$ cat src/rtl/mram_port_arb.sv
// Two-requester round-robin arbiter for a single MRAM macro port.
// One operation in flight; read latency is fixed, write completion waits on M_WRC with a timeout.
module mram_port_arb #(
    parameter int unsigned RD_LAT     = 2,
    parameter int unsigned WR_TIMEOUT = 255
) (
    input  logic        CLK,
    input  logic        RSTb,
    input  logic [1:0]  REQ,
    input  logic [1:0]  REQ_WE,
    input  logic [33:0] REQ_A,
    input  logic [63:0] REQ_DIN,
    input  logic [7:0]  REQ_BEN,
    output logic [1:0]  GNT,
    output logic [1:0]  RSP_VLD,
    output logic [31:0] RSP_DATA,
    output logic        RSP_UE,
    output logic        RSP_TO,
    output logic        M_CEb,
    output logic        M_WEb,
    output logic [16:0] M_A,
    output logic [31:0] M_DIN,
    output logic [3:0]  M_BEN,
    input  logic [31:0] M_DOUT,
    input  logic [3:0]  M_UE,
    input  logic        M_WRC,
    output logic        BUSY
);

    localparam int unsigned AW = 17;
    localparam int unsigned DW = 32;
    localparam int unsigned BW = 4;
    localparam int unsigned CW = 8;

    localparam logic [2:0] S_IDLE    = 3'd0;
    localparam logic [2:0] S_CMD     = 3'd1;
    localparam logic [2:0] S_RD_WAIT = 3'd2;
    localparam logic [2:0] S_WR_WAIT = 3'd3;
    localparam logic [2:0] S_RESP    = 3'd4;

    logic [2:0]    state_q, state_d;
    logic [CW-1:0] cnt_q, cnt_d;
    logic          last_q, last_d;
    logic          win_q, win_d;
    logic          we_q, we_d;
    logic          pick;

    logic [1:0]    gnt_d, vld_d;
    logic          ceb_d, web_d, ue_d, to_d, busy_d;
    logic [AW-1:0] a_d;
    logic [DW-1:0] din_d, data_d;
    logic [BW-1:0] ben_d;

    // On contention the requester not most recently granted wins; otherwise the sole requester.
    assign pick = (REQ == 2'b11) ? ~last_q : REQ[1];

    always_comb begin
        state_d = state_q;
        cnt_d   = cnt_q;
        last_d  = last_q;
        win_d   = win_q;
        we_d    = we_q;
        gnt_d   = 2'b00;
        vld_d   = 2'b00;
        ceb_d   = 1'b1;
        web_d   = 1'b1;
        a_d     = M_A;
        din_d   = M_DIN;
        ben_d   = M_BEN;
        data_d  = RSP_DATA;
        ue_d    = RSP_UE;
        to_d    = RSP_TO;

        case (state_q)
            S_IDLE: begin
                cnt_d = '0;
                if (|REQ) begin
                    state_d = S_CMD;
                    win_d   = pick;
                    last_d  = pick;
                    we_d    = REQ_WE[pick];
                    gnt_d   = {pick, ~pick};
                    ceb_d   = 1'b0;
                    web_d   = ~REQ_WE[pick];
                    a_d     = pick ? REQ_A[2*AW-1:AW]     : REQ_A[AW-1:0];
                    din_d   = pick ? REQ_DIN[2*DW-1:DW]   : REQ_DIN[DW-1:0];
                    ben_d   = pick ? REQ_BEN[2*BW-1:BW]   : REQ_BEN[BW-1:0];
                end
            end
            S_CMD: begin
                // cnt tracks cycles elapsed since the command cycle
                cnt_d   = CW'(1);
                state_d = we_q ? S_WR_WAIT : S_RD_WAIT;
            end
            S_RD_WAIT: begin
                if (cnt_q == CW'(RD_LAT)) begin
                    state_d = S_RESP;
                    vld_d   = {win_q, ~win_q};
                    data_d  = M_DOUT;
                    ue_d    = |M_UE;
                    to_d    = 1'b0;
                end else begin
                    cnt_d = cnt_q + CW'(1);
                end
            end
            S_WR_WAIT: begin
                // completion on the final allowed cycle still counts as success
                if (M_WRC || (cnt_q == CW'(WR_TIMEOUT))) begin
                    state_d = S_RESP;
                    vld_d   = {win_q, ~win_q};
                    ue_d    = 1'b0;
                    to_d    = ~M_WRC;
                end else begin
                    cnt_d = cnt_q + CW'(1);
                end
            end
            S_RESP: begin
                state_d = S_IDLE;
                cnt_d   = '0;
            end
            default: begin
                state_d = S_IDLE;
                cnt_d   = '0;
            end
        endcase

        busy_d = (state_d != S_IDLE);
    end

    always_ff @(posedge CLK) begin
        if (!RSTb) begin
            state_q  <= S_IDLE;
            cnt_q    <= '0;
            last_q   <= 1'b1;
            win_q    <= 1'b0;
            we_q     <= 1'b0;
            GNT      <= 2'b00;
            RSP_VLD  <= 2'b00;
            RSP_DATA <= '0;
            RSP_UE   <= 1'b0;
            RSP_TO   <= 1'b0;
            M_CEb    <= 1'b1;
            M_WEb    <= 1'b1;
            M_A      <= '0;
            M_DIN    <= '0;
            M_BEN    <= '0;
            BUSY     <= 1'b0;
        end else begin
            state_q  <= state_d;
            cnt_q    <= cnt_d;
            last_q   <= last_d;
            win_q    <= win_d;
            we_q     <= we_d;
            GNT      <= gnt_d;
            RSP_VLD  <= vld_d;
            RSP_DATA <= data_d;
            RSP_UE   <= ue_d;
            RSP_TO   <= to_d;
            M_CEb    <= ceb_d;
            M_WEb    <= web_d;
            M_A      <= a_d;
            M_DIN    <= din_d;
            M_BEN    <= ben_d;
            BUSY     <= busy_d;
        end
    end

endmodule

$ cat config.mk
export PLATFORM = sky130hd
export DESIGN_NAME = mram_port_arb
export DESIGN_NICKNAME = d
export VERILOG_FILES = /design/src/rtl/mram_port_arb.sv
export SDC_FILE = /design/constraint.sdc
export NUM_CORES = 1
export LEC_CHECK = 0
export CAP_MARGIN = 5
export CORE_MARGIN = 2
export CORE_UTILIZATION = 36
export CTS_CLUSTER_SIZE = 20
export DETAILED_ROUTE_END_ITERATION = 6
export HOLD_SLACK_MARGIN = 0.03
export PLACE_DENSITY = 0.73
export SYNTH_ARGS = -nofsm -noshare
export SYNTH_HDL_FRONTEND = slang
export SYNTH_SLANG_ARGS = --single-unit
$ cat constraint.sdc
create_clock -name CLK -period 1.7 [get_ports CLK]
set_input_delay 0.255 -clock CLK [delete_from_list [all_inputs] [get_ports CLK]]
set_output_delay 0.255 -clock CLK [all_outputs]
set_load 0.03 [all_outputs]
* Word level (Yosys, flattened, before mapping)
Cells that the tools add are included.
** Cells by class
- Add/subtract/negate cells :: 1
- Multiply operators :: 0
- Div/mod/pow operators :: 0
- Magnitude comparators :: 1
- Equal/unequal tests :: 10
- Shift operators :: 0
- Multiplexer cells :: 24
- Bitwise logic cells :: 5
- Reduce and logical (&&, ||, !) cells :: 12
** Operator list (count)
- 32-bit two-way mux :: 1
- 8-bit case mux with 3 select lines :: 1
- 17-bit two-way mux :: 1
- 8-bit two-way mux :: 2
- 3-bit case mux with 4 select lines :: 1
- 1-bit two-way mux :: 9
- 3-bit two-way mux :: 3
- 8-bit by 1-bit adder with 8-bit output, second input constant :: 1
- 8-bit by 2-bit == test with 1-bit output, second input constant :: 1
- 8-bit == test, second input constant :: 1
- 2-bit != test, second input constant :: 4
- 2-bit AND reduction :: 4
- 3-bit by 2-bit == test with 1-bit output, second input constant :: 2
- 3-bit AND reduction :: 2
- 1-bit inverter :: 5
- 2-bit two-way mux :: 2
- 4-bit two-way mux :: 1
- 1-bit case mux with 2 select lines :: 2
- 2-bit case mux with 2 select lines :: 1
- 4-bit OR reduction :: 1
- 3-bit by 1-bit == test with 1-bit output, second input constant :: 1
- 3-bit logical NOT :: 1
- 3-bit nonzero test :: 1
- 2-bit == test, second input constant :: 1
- 4 further kinds :: 4
** Storage, ports and cells
- Bits in registers :: 108
- Latch bits :: 0
- Bits in writable memories :: 0
- Memory bits (read-only) :: 0
- Input port bits :: 149
- Memories kept :: 0

* Depth between registers and ports, before layout
- Depth in word-level cells :: 5
- Depth in mapped cells :: 8
- Mapped depth without buffers :: 6

* Worst setup path after synthesis
Ideal clock, no wire load.
- Path type :: register to register
- Start point :: register cnt_q[0]
- End point :: register cnt_q[0]
- Library setup time :: 117 ps
- Arrival time :: 1479 ps
- Path slack :: 103 ps
- Stages on the path, launching flop included :: 6
- Cells stage by stage :: dfxtp_1 -> ha_1 -> and3_1 -> a21oi_1 -> o211ai_1 -> a32o_1
** On the way
- Cells in the longest elaborated chain, start to end :: 4
- Elaborated cells on any way between the ends :: 10
** Ends and longest elaborated chain
- start, declared :: RTL line 42 : logic [CW-1:0] cnt_q, cnt_d;
- start signal, assigned :: RTL line 150 : cnt_q <= cnt_d;
- branches (longest 4 deep; another with 8-bit by 1-bit adder with 8-bit output)
Several ways; the timed one is not identified. The select of a mux whose other input is x is not followed.
A chain may end at the register's enable or synchronous reset.

* Worst setup path after layout
- Start point :: register M_DIN[2]
- End point :: output port M_DIN[2]
** RTL lines
- start, declared :: RTL line 22 : output logic [31:0] M_DIN,
- start signal, assigned :: RTL line 162 : M_DIN <= din_d;
No word-level cell between the ends.

==> out/metrics.yaml <==
syn_nets: 647
grt-ovfl-total: 0
path_buf_inv: 1
ys_seq_area_frac: 0.456
synth_area_leaders: "dfxtp_1 46%, mux2i_1 12%, o211a_1 11%, nand2_1 10%, a21boi_1 5.2%"
final_cells: 920
ios: 243
insertedDiodeCount: 0
viasPerCell: 4.91
worstSkewPairLatency_ps: 340
crit_type: "reg -> out"
antenna_found_initial: 0
p_leak_nw: 3.38
hold_violations: 0
drtAntennaViolNets: 0
yosys.area.top_type: "dfxtp_1"
dpl.hpwl_um: 10400
stdcell_area_um2: 7870
worstSetupEndpointType: "output port"
yosysTopAreaCellShare: 0.456
yosys_warnings: 0
postCtsHoldBufs: 0
layout_worst_path_cycle_share: 0.966
fin_worst_skew_ps: 5.20
dp_cells: 904
critPathMaxStageDelay_ps: 680
irDropWorstVdd_mv: 0.645
drtPass1Iterations: 4
netlist_instances: 496
cts_max_level: 3
outcome: "completed"
dieHeight_um: 119
areaGrowthSynthToFinish_pct: 66.1
max_clock_freq_mhz: 609
crit_arrival_ps: 1390
cts_tree: "yes"
fin_nets: 894
crit_fanout: 2
grt_use_met1: 0.228
worstPathRequired_ps: 1440
grt_pass1_vias: 4523
fp.coreArea_um2: 12700
finalSetupTns_ps: 0
hp-class: "in -> reg"
grt-busiest-layer: "met2"
clk_pin_slew_worst_paths_ps: 70
holdWs_ps: 237
slew_headroom: 0.698
cts.sinks: 108
die_area_um2: 14100
max_cap_viol_count: 0
critPathLaunchType: "register"
cp_top_family: "buffers and inverters"
finalSetupViolations: 0
drc: 0
power_mw: 7.29
gp_congestion: 0.847
max_slew.worst_pin.slew_ps: 452
final_max_slew_viol_count: 0
avgSynthCellArea_um2: 9.55
clockRootBuffer: "clkbuf_16"
grtUsageMet2: 0.325
crit_chain: "clkdlybuf4s50_1"
grt.total_usage: 0.195
drive_gt1_frac: 0.0829
slowest_stage: "clkdlybuf4s50_1"
powerDensity_nw_per_um2: 926
start_util: 0.372
synth_area_um2: 4740
vias: 4518
io_buffers: 242
ys_ff_latch: 108
grt_max_degree: 51
grt_pass1_wl_um: 22300
numCtsBuffers: 9
ys_types: 39
use_met3: 0.0748
routed_wl_um: 13900
wl_per_cell_um: 15.1
fin_crit_ps: 1640
rows: 41
clock_path_buffers: 2
fillers: 1093
drtIter0Drc: 197
postPlaceCellArea_um2: 7540
dieWidth_um: 119
## through the flow
stage,setup WS (ps),util
2_1_floorplan,103,-
3_3_place_gp,-172,0.593
3_5_place_dp,-194,0.593
4_1_cts,22.7,0.616
5_1_grt,-14.4,0.619
6_report,57.9,0.619
## flip-flops by register name (all words and copies together), names as in the netlist
signal,flops
win_q,1
GNT,2
RSP_TO,1
RSP_VLD,2
cnt_q,8
RSP_DATA,32
BUSY,1
RSP_UE,1
we_q,1
M_WEb,1
last_q,1
M_BEN,4
M_DIN,32
M_CEb,1
state_q,3
M_A,17
## cells by family after synthesis
kind of cell             share of synthesized area
AND/OR/NAND/NOR                              0.156
multiplexers                                 0.125
AO/OA/AOI/OAI                                0.209
flip-flops                                   0.456
buffers and inverters                       0.0481
adder cells (fa/ha/maj)                    0.00528
## path summary, 6_finish.rpt
path | end | startpoint | depth (start not counted) | slack, ps
worst max-delay path | M_DIN[2] | M_DIN[2] | 1 | 60
worst min-delay path | cnt_q[1] | RSTb | 3 | 240
worst max register to register | cnt_q[3] | cnt_q[0] | 5 | 80
worst min register to register | RSP_VLD[0] | win_q | 1 | 450
## cell usage in the layout (no fill, tap or decap), drive strengths merged, types with 4 or more instances in the layout
master,n
mux2i,58
dfxtp,108
nor2,7
buf,35
nor3,4
nand3,5
o211ai,5
clkdlybuf4s50,241
a21oi,7
clkbuf,10
nand2,130
a21boi,36
nand2b,8
o21ai,4
o211a,53
## what timing repair did
item | 4_1_cts | 5_1_grt
endpoints found under the setup margin | 6 | 23
setup buffers | 0 | 0
pin swaps | 0 | 1
gates resized for setup | 3 | 8
## report_power, final
group / switching, mW / internal (mW) / leakage [nW]
clock network: 0.978 / 1.05 / 0.131
logic: 1.14 / 1.18 / 2.37
registers: 0.153 / 2.79 / 0.886
total: 2.27 / 5.02 / 3.38
## metal layers
metal	vias to the layer above	share of wire
li1	2235	-
met5	-	0
met3	11	0.097
met1	2092	0.42
met4	0	0.012
met2	180	0.47
## Yosys cell counts
master     instances
a2111oi_0          1
o22ai_1            1
buf_2              8
buf_6              1
o211ai_1           5
clkbuf_1          16
nor4_4             1
a2111o_1           3
a211oi_1           2
nor2b_1            3
and3_1             3
o21ai_1            1
and2_1             2
nor4b_2            1
mux2i_1           58
mux2_2             1
a21o_1             1
nand2_1          130
a21oi_1            7
nor3_1             4
a21boi_1          33
ha_1               2
dfxtp_1          108
nor2_1             7
nor3b_1            2
nand4_1            1
inv_1              1
a21boi_0           3
and4_1             1
o2111ai_1          1
nand3b_1           1
buf_4             15
nand3_1            5
nand2b_1           8
or3_1              1
a32o_1             1
o211a_1           53
o21ai_0            3
o41ai_1            1
## final cells by class
class,instances,area [um^2],share of cell area
timing repair buffer,276,2800,0.355
multi-input combinational,347,2400,0.305
sequential,108,2160,0.275
clock buffer,10,239,0.0304
tap,172,215,0.0273
clock inverter,6,48.8,0.00620
inverter,1,3.75,0.000477
## worst register-to-register path: stages, from the launching register on
cell      delay [ps]
dfxtp_1          340
ha_1             230
and3_1           230
a21o_4           260
a2111o_1         410
o21ai_0           80
Power figures use the tool's default switching activity.
